**src/rtl/multi_debounce.sv**
```systemverilog
// multi_debounce
//   N independent key debouncers. Each raw key input is synchronised through
//   two flops, then filtered. A new level is accepted only after it has held
//   for STABLE_CNT consecutive synchronised cycles. Registered one-cycle
//   press/release pulses mark each accepted edge. A combinational priority
//   encoder reports the lowest channel that is pressing in the current cycle.
//
//   Optional feature macro: DEBOUNCE_REPEAT_EN
//     When it is defined, every held key also produces auto-repeat press
//     pulses. The first comes REPEAT_DELAY cycles after the accepted press,
//     and the rest follow every REPEAT_PERIOD cycles. When it is not defined,
//     there is no repeat logic and the REPEAT_* parameters have no effect.
//
// Ports
//   clk_i         system clock, rising edge
//   rstn_i        asynchronous active-low reset
//   x_i           raw bouncing key inputs, 1 = pressed
//   level_o       debounced level per channel
//   press_o       one-cycle pulse on accepted 0->1 (or auto-repeat)
//   release_o     one-cycle pulse on accepted 1->0
//   press_any_o   OR of press_o
//   press_idx_o   lowest channel index with press_o set, 0 when none

module multi_debounce #(
  parameter int N             = 4,
  parameter int STABLE_CNT    = 1000000,
  parameter int REPEAT_DELAY  = 50000000,
  parameter int REPEAT_PERIOD = 10000000
) (
  input  logic         clk_i,
  input  logic         rstn_i,
  input  logic [N-1:0] x_i,
  output logic [N-1:0] level_o,
  output logic [N-1:0] press_o,
  output logic [N-1:0] release_o,
  output logic         press_any_o,
  output logic [3:0]   press_idx_o
);

  localparam int CW = $clog2(STABLE_CNT + 1);
  localparam logic [CW-1:0] CNT_LAST = CW'(STABLE_CNT - 1);

  // Elaboration-time parameter sanity checks.
  if (N < 1 || N > 16) begin : g_bad_n
    $error("multi_debounce: N must be in 1..16");
  end
  if (STABLE_CNT < 2) begin : g_bad_stable
    $error("multi_debounce: STABLE_CNT must be at least 2");
  end
  if (REPEAT_DELAY < 1 || REPEAT_PERIOD < 1) begin : g_bad_repeat
    $error("multi_debounce: REPEAT_DELAY and REPEAT_PERIOD must be positive");
  end

  logic [N-1:0]  sync1_q;
  logic [N-1:0]  sync2_q;
  logic [N-1:0]  level_q,   level_d;
  logic [N-1:0]  press_q,   press_d;
  logic [N-1:0]  release_q, release_d;
  logic [CW-1:0] cnt_q [N];
  logic [CW-1:0] cnt_d [N];

`ifdef DEBOUNCE_REPEAT_EN
  localparam int REP_MAX = (REPEAT_DELAY > REPEAT_PERIOD) ? REPEAT_DELAY : REPEAT_PERIOD;
  localparam int RW = $clog2(REP_MAX + 1);
  localparam logic [RW-1:0] REP_FIRST = RW'(REPEAT_DELAY - 1);
  localparam logic [RW-1:0] REP_NEXT  = RW'(REPEAT_PERIOD - 1);

  logic [RW-1:0] rep_q [N];
  logic [RW-1:0] rep_d [N];
  // 0 while waiting for the initial delay, 1 once periodic repeating began.
  logic [N-1:0]  periodic_q, periodic_d;
`endif

  // Filter. The counter runs only while the synchronised input disagrees
  // with the accepted level, and it restarts on any agreeing cycle. When it
  // reaches STABLE_CNT-1, the next edge accepts the new level and fires the
  // matching pulse in the same register update. This means the pulse and
  // the new level appear together.
  always_comb begin
    level_d   = level_q;
    press_d   = '0;
    release_d = '0;
    for (int i = 0; i < N; i++) begin
      cnt_d[i] = cnt_q[i];
      if (sync2_q[i] == level_q[i]) begin
        cnt_d[i] = '0;
      end else if (cnt_q[i] == CNT_LAST) begin
        cnt_d[i]     = '0;
        level_d[i]   = sync2_q[i];
        press_d[i]   = sync2_q[i];
        release_d[i] = ~sync2_q[i];
      end else begin
        cnt_d[i] = cnt_q[i] + CW'(1);
      end
    end
`ifdef DEBOUNCE_REPEAT_EN
    // Repeat timer. It stays cleared while the key is up. It is frozen in
    // the cycle that accepts a release, so a repeat pulse can never collide
    // with the release pulse. After the release, the timer clears.
    for (int i = 0; i < N; i++) begin
      rep_d[i]      = rep_q[i];
      periodic_d[i] = periodic_q[i];
      if (!level_q[i]) begin
        rep_d[i]      = '0;
        periodic_d[i] = 1'b0;
      end else if (!release_d[i]) begin
        if (rep_q[i] == (periodic_q[i] ? REP_NEXT : REP_FIRST)) begin
          rep_d[i]      = '0;
          periodic_d[i] = 1'b1;
          press_d[i]    = 1'b1;
        end else begin
          rep_d[i] = rep_q[i] + RW'(1);
        end
      end
    end
`endif
  end

  // State registers. The reset clears everything asynchronously, so the
  // first edge after reset behaves like any other cycle.
  always_ff @(posedge clk_i or negedge rstn_i) begin
    if (!rstn_i) begin
      sync1_q   <= '0;
      sync2_q   <= '0;
      level_q   <= '0;
      press_q   <= '0;
      release_q <= '0;
      for (int i = 0; i < N; i++) begin
        cnt_q[i] <= '0;
      end
`ifdef DEBOUNCE_REPEAT_EN
      periodic_q <= '0;
      for (int i = 0; i < N; i++) begin
        rep_q[i] <= '0;
      end
`endif
    end else begin
      sync1_q   <= x_i;
      sync2_q   <= sync1_q;
      level_q   <= level_d;
      press_q   <= press_d;
      release_q <= release_d;
      for (int i = 0; i < N; i++) begin
        cnt_q[i] <= cnt_d[i];
      end
`ifdef DEBOUNCE_REPEAT_EN
      periodic_q <= periodic_d;
      for (int i = 0; i < N; i++) begin
        rep_q[i] <= rep_d[i];
      end
`endif
    end
  end

  // Priority encoder. The loop scans from high to low, so the lowest
  // pressed channel is the one that finally remains.
  always_comb begin
    press_idx_o = 4'd0;
    for (int i = N - 1; i >= 0; i--) begin
      if (press_q[i]) begin
        press_idx_o = 4'(i);
      end
    end
  end

  assign press_any_o = |press_q;
  assign level_o     = level_q;
  assign press_o     = press_q;
  assign release_o   = release_q;

endmodule

```
**config.mk**
```make
export PLATFORM = sky130hd
export DESIGN_NAME = multi_debounce
export DESIGN_NICKNAME = d
export VERILOG_FILES = /design/src/rtl/multi_debounce.sv
export SDC_FILE = /design/constraint.sdc
export NUM_CORES = 1
export LEC_CHECK = 0
export ABC_AREA = 0
export ABC_CLOCK_PERIOD_IN_PS = 4800
export CORE_ASPECT_RATIO = 0.6
export CORE_MARGIN = 4
export CORE_UTILIZATION = 30
export DETAILED_ROUTE_END_ITERATION = 6
export PLACE_DENSITY = 0.49
export SLEW_MARGIN = 20
export SYNTH_ARGS = -nofsm -noshare
export SYNTH_HDL_FRONTEND = slang
export SYNTH_SLANG_ARGS = --single-unit
export TNS_END_PERCENT = 20
```
**constraint.sdc**
```tcl
create_clock -name clk_i -period 4.8 [get_ports clk_i]
set_input_delay 0.48 -clock clk_i [delete_from_list [all_inputs] [get_ports clk_i]]
set_output_delay 0.48 -clock clk_i [all_outputs]
set_load 0.005 [all_outputs]
```
==> results.yml, run 1 <==
run_status:
  status: "finished clean"
floorplan:
  dieArea_sq_mm: 0.01779
  num_io_pins: 23
  die_h_um: 104.9
  core_sq_mm: 0.01533
  rows: 35
  die_w_um: 169.5
  start_util_pct: 30.64
synthesis:
  yosysWarnings: 0
  synthTopCellsByArea: "dfrtp_1, xnor2_1, nor2_1, xor2_1, nand4_1"
  synth_area_per_cell_sq_um: 10.19
  yosysSeqAreaShare_pct: 53.28
  yosysUniqueCellTypes: 45
  synth_top_area_share_pct: 53.28
  syn_inst: 461
  synth_top_area_cell: "dfrtp_1"
  yosys_register_bits: 100
  syn_area_sq_mm: 0.004697
power_and_ir_drop:
  pwr-share-seq_pct: 52.1
  p_leak_nw: 2.153
  clockPowerShare_pct: 44.8
  p_comb_share_pct: 3.1
  peakVddDrop_uv: 174.1
  power_mw: 1.660
  switching_share_pct: 22.80
  power_density_mw_per_mm2: 305.8
  power.internal_mw: 1.281
  switching_power_mw: 0.3783
sta:
  timing.final.crit_share_pct: 49.57
  worstMarginPinSlew_ns: 0.6998
  rsz0062_at_grt: "no"
  finalSetupViolCount: 0
  fin_hold_ws_ns: 0.1630
  max_freq_mhz: 420.3
  setup_tns_ns: 0
  relSlewSlack_pct: 53.07
  finalCriticalPeriod_ns: 2.379
  final-hold-violation-count: 0
  clock_skew_ns: 0.007321
  layout_setup_ws_ns: 2.421
  slew_violations: 0
clocking:
  cts_tree: "done"
  cts-root-buf: "clkbuf_16"
  postCtsHoldBufs: 0
  cts_buffer_depth: 2
  cts_num_sinks: 100
  clkLatencyLatePin_ns: 0.34
  postCtsSetupRepairBufs: 0
  clkTransAtPathRegs_ns: 0.07
  htree_levels: 3
  cts_resized: 0
  cts_buffers: 9
run:
  cap_violations: 0
setup_path:
  arrival_ns: 2.61
  worst-setup-path-type: "reg2reg"
  startpoint_type: "register"
  cp_cell_sequence: "ha_1, nand4_1, or2_0, o31ai_2, buf_4, a21oi_1"
  worst-path-max-fanout: 10
  slowest_delay_ns: 0.64
  cp.buffers_inverters: 1
  cp-end-kind: "register"
  cpMaxStageDelayCell: "o31ai_2"
  cp_data_required_time_ns: 5.03
  crit_family: "compound AO/OA/AOI/OAI gates"
grt:
  grt_max_degree: 53
  grt_pass1_vias: 3311
  grt_pass1_wl_um: 16580
  grt_util_all_layers_pct: 11.45
  grt_remaining_overflow: 0
  antenna_found_initial: 0
drt:
  vias: 3384
  drt_wl_total_um: 9564
  routed_via_density: 4.890
  final_antenna_net_count: 0
  dr.pass1.iters: 4
  drt-initial-drc-count: 238
  wl_per_cell_um: 13.82
  drc: 0
worst_hold_path:
  hold_class: "in2async"
final_layout:
  layout.nets: 494
  areaGrowthSynthToFinish_pct: 15.53
  multi_input_area_sq_mm: 0.002102
  fillers: 1560
  antenna_cells: 0
  layout-drive-gt1-share_pct: 6.544
  seqCellArea_sq_mm: 0.002502
placed_design:
  io_buffer_count: 20
  hpwlAfterDp_um: 6595
  pre_cts_slack_ns: 2.426
  place_congestion: 0.7451
[power groups by stage]
stage	combinational, mW	sequential, mW	clock [mW]
6_report	0.0509	0.864	0.744
4_1_cts	0.0535	0.864	0.778
5_1_grt	0.0602	0.866	0.810
2_1_floorplan	0.0252	0.878	0
3_5_place_dp	0.0533	0.881	0
3_3_place_gp	0.0524	0.880	0
[registers in the layout, summed over array words and instances, names as in the netlist]
signal	flops
cnt_q	80
level_o	4
press_o	4
release_o	4
sync1_q	4
sync2_q	4
[Yosys cell counts]
| library cell | n |
|---|---|
| a21o_1 | 1 |
| xor2_1 | 23 |
| mux2_4 | 1 |
| or4_1 | 7 |
| and3_1 | 11 |
| or3b_2 | 1 |
| dfrtp_1 | 100 |
| or4b_1 | 1 |
| nor4_1 | 13 |
| or4_4 | 1 |
| nand4b_1 | 3 |
| or3_1 | 15 |
| o221ai_1 | 2 |
| or2_0 | 1 |
| nor3b_1 | 8 |
| nand4bb_1 | 1 |
| nor4b_1 | 2 |
| o2111a_1 | 1 |
| o31ai_2 | 2 |
| o21ai_2 | 1 |
| nor3_1 | 13 |
| nand4_1 | 21 |
| and4_1 | 6 |
| a41o_1 | 1 |
| nor2_1 | 67 |
| conb_1 | 1 |
| or2_2 | 1 |
| buf_2 | 2 |
| mux2i_1 | 2 |
| o31ai_1 | 5 |
| or2_4 | 1 |
| o21ai_0 | 13 |
| ha_1 | 4 |
| nand2_1 | 22 |
| inv_1 | 11 |
| buf_4 | 2 |
| or4b_2 | 1 |
| a21oi_1 | 19 |
| and2_1 | 4 |
| nand3_1 | 26 |
| xnor2_1 | 31 |
| mux2_2 | 3 |
| clkbuf_1 | 8 |
| nand2b_1 | 1 |
| a211oi_1 | 1 |
[metal layers]
metal,global-route usage [%],wire [um],up-vias
li1,-,-,1686
met1,17.22,4976,1657
met2,15.91,4213,32
met3,3.327,262,9
met4,3.102,111,0
met5,0,0,-
[worst paths after layout]
check	startpoint	to	slack, ns	cells after the start
setup reg to reg	cnt_q[60]	cnt_q[73]	2.42	6
hold / removal	rstn_i	cnt_q[22]	0.16	1
setup / recovery	cnt_q[60]	cnt_q[73]	2.42	6
hold reg to reg	sync1_q[0]	sync2_q[0]	0.35	0
max in group asynchronous	rstn_i	cnt_q[14]	3.54	2
min in group clk_i	sync1_q[0]	sync2_q[0]	0.35	0
[stage by stage]
stage	instances	util (%)	instance area [sq um]
after CTS	692	35.40	5426
after global routing	692	35.40	5426
after detailed placement	676	33.40	5120
final	692	35.40	5426
after global placement	676	33.40	5120
after floorplan	462	-	4701
[worst reg2reg max path: cells and delay by family (launching register included)]
kind | cells | cell delay (ns)
AOI/OAI and AO/OA | 2 | 0.71
adders and majority gates | 1 | 0.23
buffers and inverters | 1 | 0.30
DFF | 1 | 0.38
and+or+nand+nor | 2 | 0.65
[layout make-up]
class	count	area share [%]
Clock inverter	7	1.499
Tap cell	203	4.681
Sequential cell	100	46.11
Clock buffer	9	4.150
Inverter	11	0.7609
Timing Repair Buffer	23	4.058
Multi-Input combinational cell	339	38.74
[cell usage in the layout (no fill, tap or decap), drive strengths merged, types with 9 or more instances in the layout]
cell	synthesis	layout
inv	11	14
xnor2	31	31
clkbuf	8	9
nor4	13	13
and3	11	11
a21oi	19	19
o21ai	14	14
xor2	23	23
dfrtp	100	100
clkdlybuf4s50	0	19
nand2	22	22
nand3	26	26
nand4	21	21
nor2	67	67
or3	15	15
nor3	13	13
[cell families (layout without fill, tap and decap cells)]
family                     Yosys count  count (layout)  synth area share, %
DFF                                100             100                53.28
and+or+nand+nor                    227             227                25.92
buffers and inverters               23              50                2.051
muxes                                6               6                1.465
AOI/OAI and AO/OA                   46              46                6.074
adders and majority gates            4               4                1.066
xor gates and xnor gates            54              54                10.07
other                                1               2              0.07984
Power figures use the tool's default switching activity.
==> run 2: changes to the inputs <==
--- a/config.mk
+++ b/config.mk
@@ -6,7 +6,7 @@
 export NUM_CORES = 1
 export LEC_CHECK = 0
 export ABC_AREA = 0
-export ABC_CLOCK_PERIOD_IN_PS = 4800
+export ABC_CLOCK_PERIOD_IN_PS = 2200
 export CORE_ASPECT_RATIO = 0.6
 export CORE_MARGIN = 4
 export CORE_UTILIZATION = 30
==> constraint.sdc (replaced) <==
create_clock -name clk_i -period 2.2 [get_ports clk_i]
set_input_delay 0.22 -clock clk_i [delete_from_list [all_inputs] [get_ports clk_i]]
set_output_delay 0.22 -clock clk_i [all_outputs]
set_load 0.005 [all_outputs]
==> results.yml, run 2 (synthesized netlist as in run 1, its figures left out) <==
sta:
  worstMarginPinSlew_ns: 0.6027
  clock_skew_ns: 0.009532
  layout_setup_ws_ns: 0.08415
  fin_hold_ws_ns: 0.3152
  finalSetupViolCount: 0
  rsz0062_at_grt: "no"
  timing.final.crit_share_pct: 96.17
  setup_tns_ns: 0
  relSlewSlack_pct: 59.45
  slew_violations: 0
  final-hold-violation-count: 0
  max_freq_mhz: 472.6
  finalCriticalPeriod_ns: 2.116
floorplan:
  dieArea_sq_mm: 0.01779
  die_h_um: 104.9
  num_io_pins: 23
  start_util_pct: 30.64
  die_w_um: 169.5
  core_sq_mm: 0.01533
  rows: 35
placed_design:
  place_congestion: 0.7906
  dp_cells: 698
  hpwlAfterDp_um: 6897
  io_buffer_count: 20
  pre_cts_slack_ns: 0.09173
clocking:
  cts-root-buf: "clkbuf_16"
  cts_buffers: 9
  htree_levels: 3
  cts_num_sinks: 100
  postCtsSetupRepairBufs: 0
  cts_buffer_depth: 2
  clkLatencyLatePin_ns: 0.34
  clkTransAtPathRegs_ns: 0.07
  cts_tree: "done"
setup_path:
  worst-path-max-fanout: 5
  cp_data_required_time_ns: 2.42
  cp-end-kind: "register"
  startpoint_type: "register"
  arrival_ns: 2.34
  worst-setup-path-type: "reg2reg"
  ff2ff_setup_slack_ns: 0.08
grt:
  grt_pass1_vias: 3386
  antenna_found_initial: 0
  grt_util_all_layers_pct: 11.45
  grt_remaining_overflow: 0
  grt_max_degree: 46
  grt_pass1_wl_um: 16710
power_and_ir_drop:
  clockPowerShare_pct: 45.3
  power_density_mw_per_mm2: 653.9
  switching_power_mw: 0.7825
  p_comb_share_pct: 3.5
  pwr-share-seq_pct: 51.1
  peakVddDrop_uv: 320.8
  power.internal_mw: 2.908
  p_leak_nw: 2.268
  switching_share_pct: 21.20
drt:
  drt-initial-drc-count: 189
  final_antenna_net_count: 0
  vias: 3475
  dr.pass1.iters: 4
  routed_via_density: 4.860
  drc: 0
  wl_per_cell_um: 13.46
  drt_wl_total_um: 9625
run_status:
  status: "finished clean"
final_layout:
  final_cell_mix: "dfrtp_1, nor2_1, xnor2_1, nand3_1, buf_4"
  fillers: 1550
  layout_commonest_cell: "dfrtp_1"
  antenna_cells: 0
  areaGrowthSynthToFinish_pct: 20.17
  seqCellArea_sq_mm: 0.002502
  multi_input_area_sq_mm: 0.002108
  regMostFlops: "cnt_q"
  layout.nets: 517
  largest_reg_flops: 80
  layout-drive-gt1-share_pct: 10.55
  final_cells: 715
worst_hold_path:
  hold_class: "in2reg"
run:
  cap_violations: 0
## run 2: changes by cell type in the layout (fill, tap and decap cells not counted), sizes merged
cell / previous run / this run
clkinvlp: 0 / 2
inv: 14 / 11
buf: 4 / 26
bufinv: 1 / 2
dlygate4sd3: 0 / 1
clkbuf: 9 / 10
clkinv: 3 / 2
## run 2: path summary, 6_finish.rpt
kind | start | to | cells past startpoint
max | cnt_q[10] | level_o[3] | 4
min | x_i[1] | sync1_q[1] | 1
max reg2reg | cnt_q[10] | level_o[3] | 4
min reg2reg | sync1_q[0] | sync2_q[0] | 0
max in group asynchronous | rstn_i | cnt_q[4] | 3
min in group asynchronous | rstn_i | cnt_q[25] | 2
## run 2: power groups by stage
stage	logic (mW)	clock network, mW	registers (mW)
after global placement	0.132	0	1.92
final	0.130	1.67	1.89
after global routing	0.153	1.82	1.89
after detailed placement	0.135	0	1.92
after CTS	0.137	1.74	1.89
after floorplan	0.0550	0	1.92
## run 2: repair_timing
item	CTS	global route
gates resized for setup	0	1
hold buffers	1	0
hold endpoints to repair	41	0
endpoints found under the setup margin	0	1
## run 2: metal layers
metal	up-vias	global-route usage, %	part of all wire [%]	routed length (um)
met4	0	2.585	0.87	84
met3	10	2.873	3.0	285
li1	1736	-	-	-
met2	29	16.59	43	4127
met1	1700	17.17	53	5127
met5	-	0	0	0
## run 2: cell type report
| class | count | area share (%) |
|---|---|---|
| well taps | 203 | 4.500 |
| clock inverters | 6 | 1.574 |
| multi-input cells | 339 | 37.35 |
| inverters | 11 | 0.7315 |
| clock buffers | 10 | 4.057 |
| flip-flops and latches | 100 | 44.34 |
| repair buffers | 46 | 7.448 |
## run 2: critical path, cell delays in order (launching register included)
cell     delay [ns]
dfrtp_1        0.42
or4_1          0.49
or4_4          0.50
or2_4          0.29
mux2_4         0.30
## run 2: metrics by stage
| stage | utilization, % | cell area [sq um] | total power [mW] |
|---|---|---|---|
| detailed placement | 34.64 | 5310 | 2.057 |
| finish | 36.82 | 5644 | 3.691 |
| floorplan | - | 4701 | 1.971 |
| global placement | 34.64 | 5310 | 2.053 |
| global route | 36.82 | 5644 | 3.858 |
| CTS | 36.78 | 5638 | 3.763 |
==> run 3: changes to the inputs <==
--- a/config.mk
+++ b/config.mk
@@ -12,7 +12,6 @@
 export CORE_UTILIZATION = 30
 export DETAILED_ROUTE_END_ITERATION = 6
 export PLACE_DENSITY = 0.49
-export SLEW_MARGIN = 20
 export SYNTH_ARGS = -nofsm -noshare
 export SYNTH_HDL_FRONTEND = slang
 export SYNTH_SLANG_ARGS = --single-unit
==> results of run 3 <==
No change in the layout: final DEF, timing and power equal those of run 2.
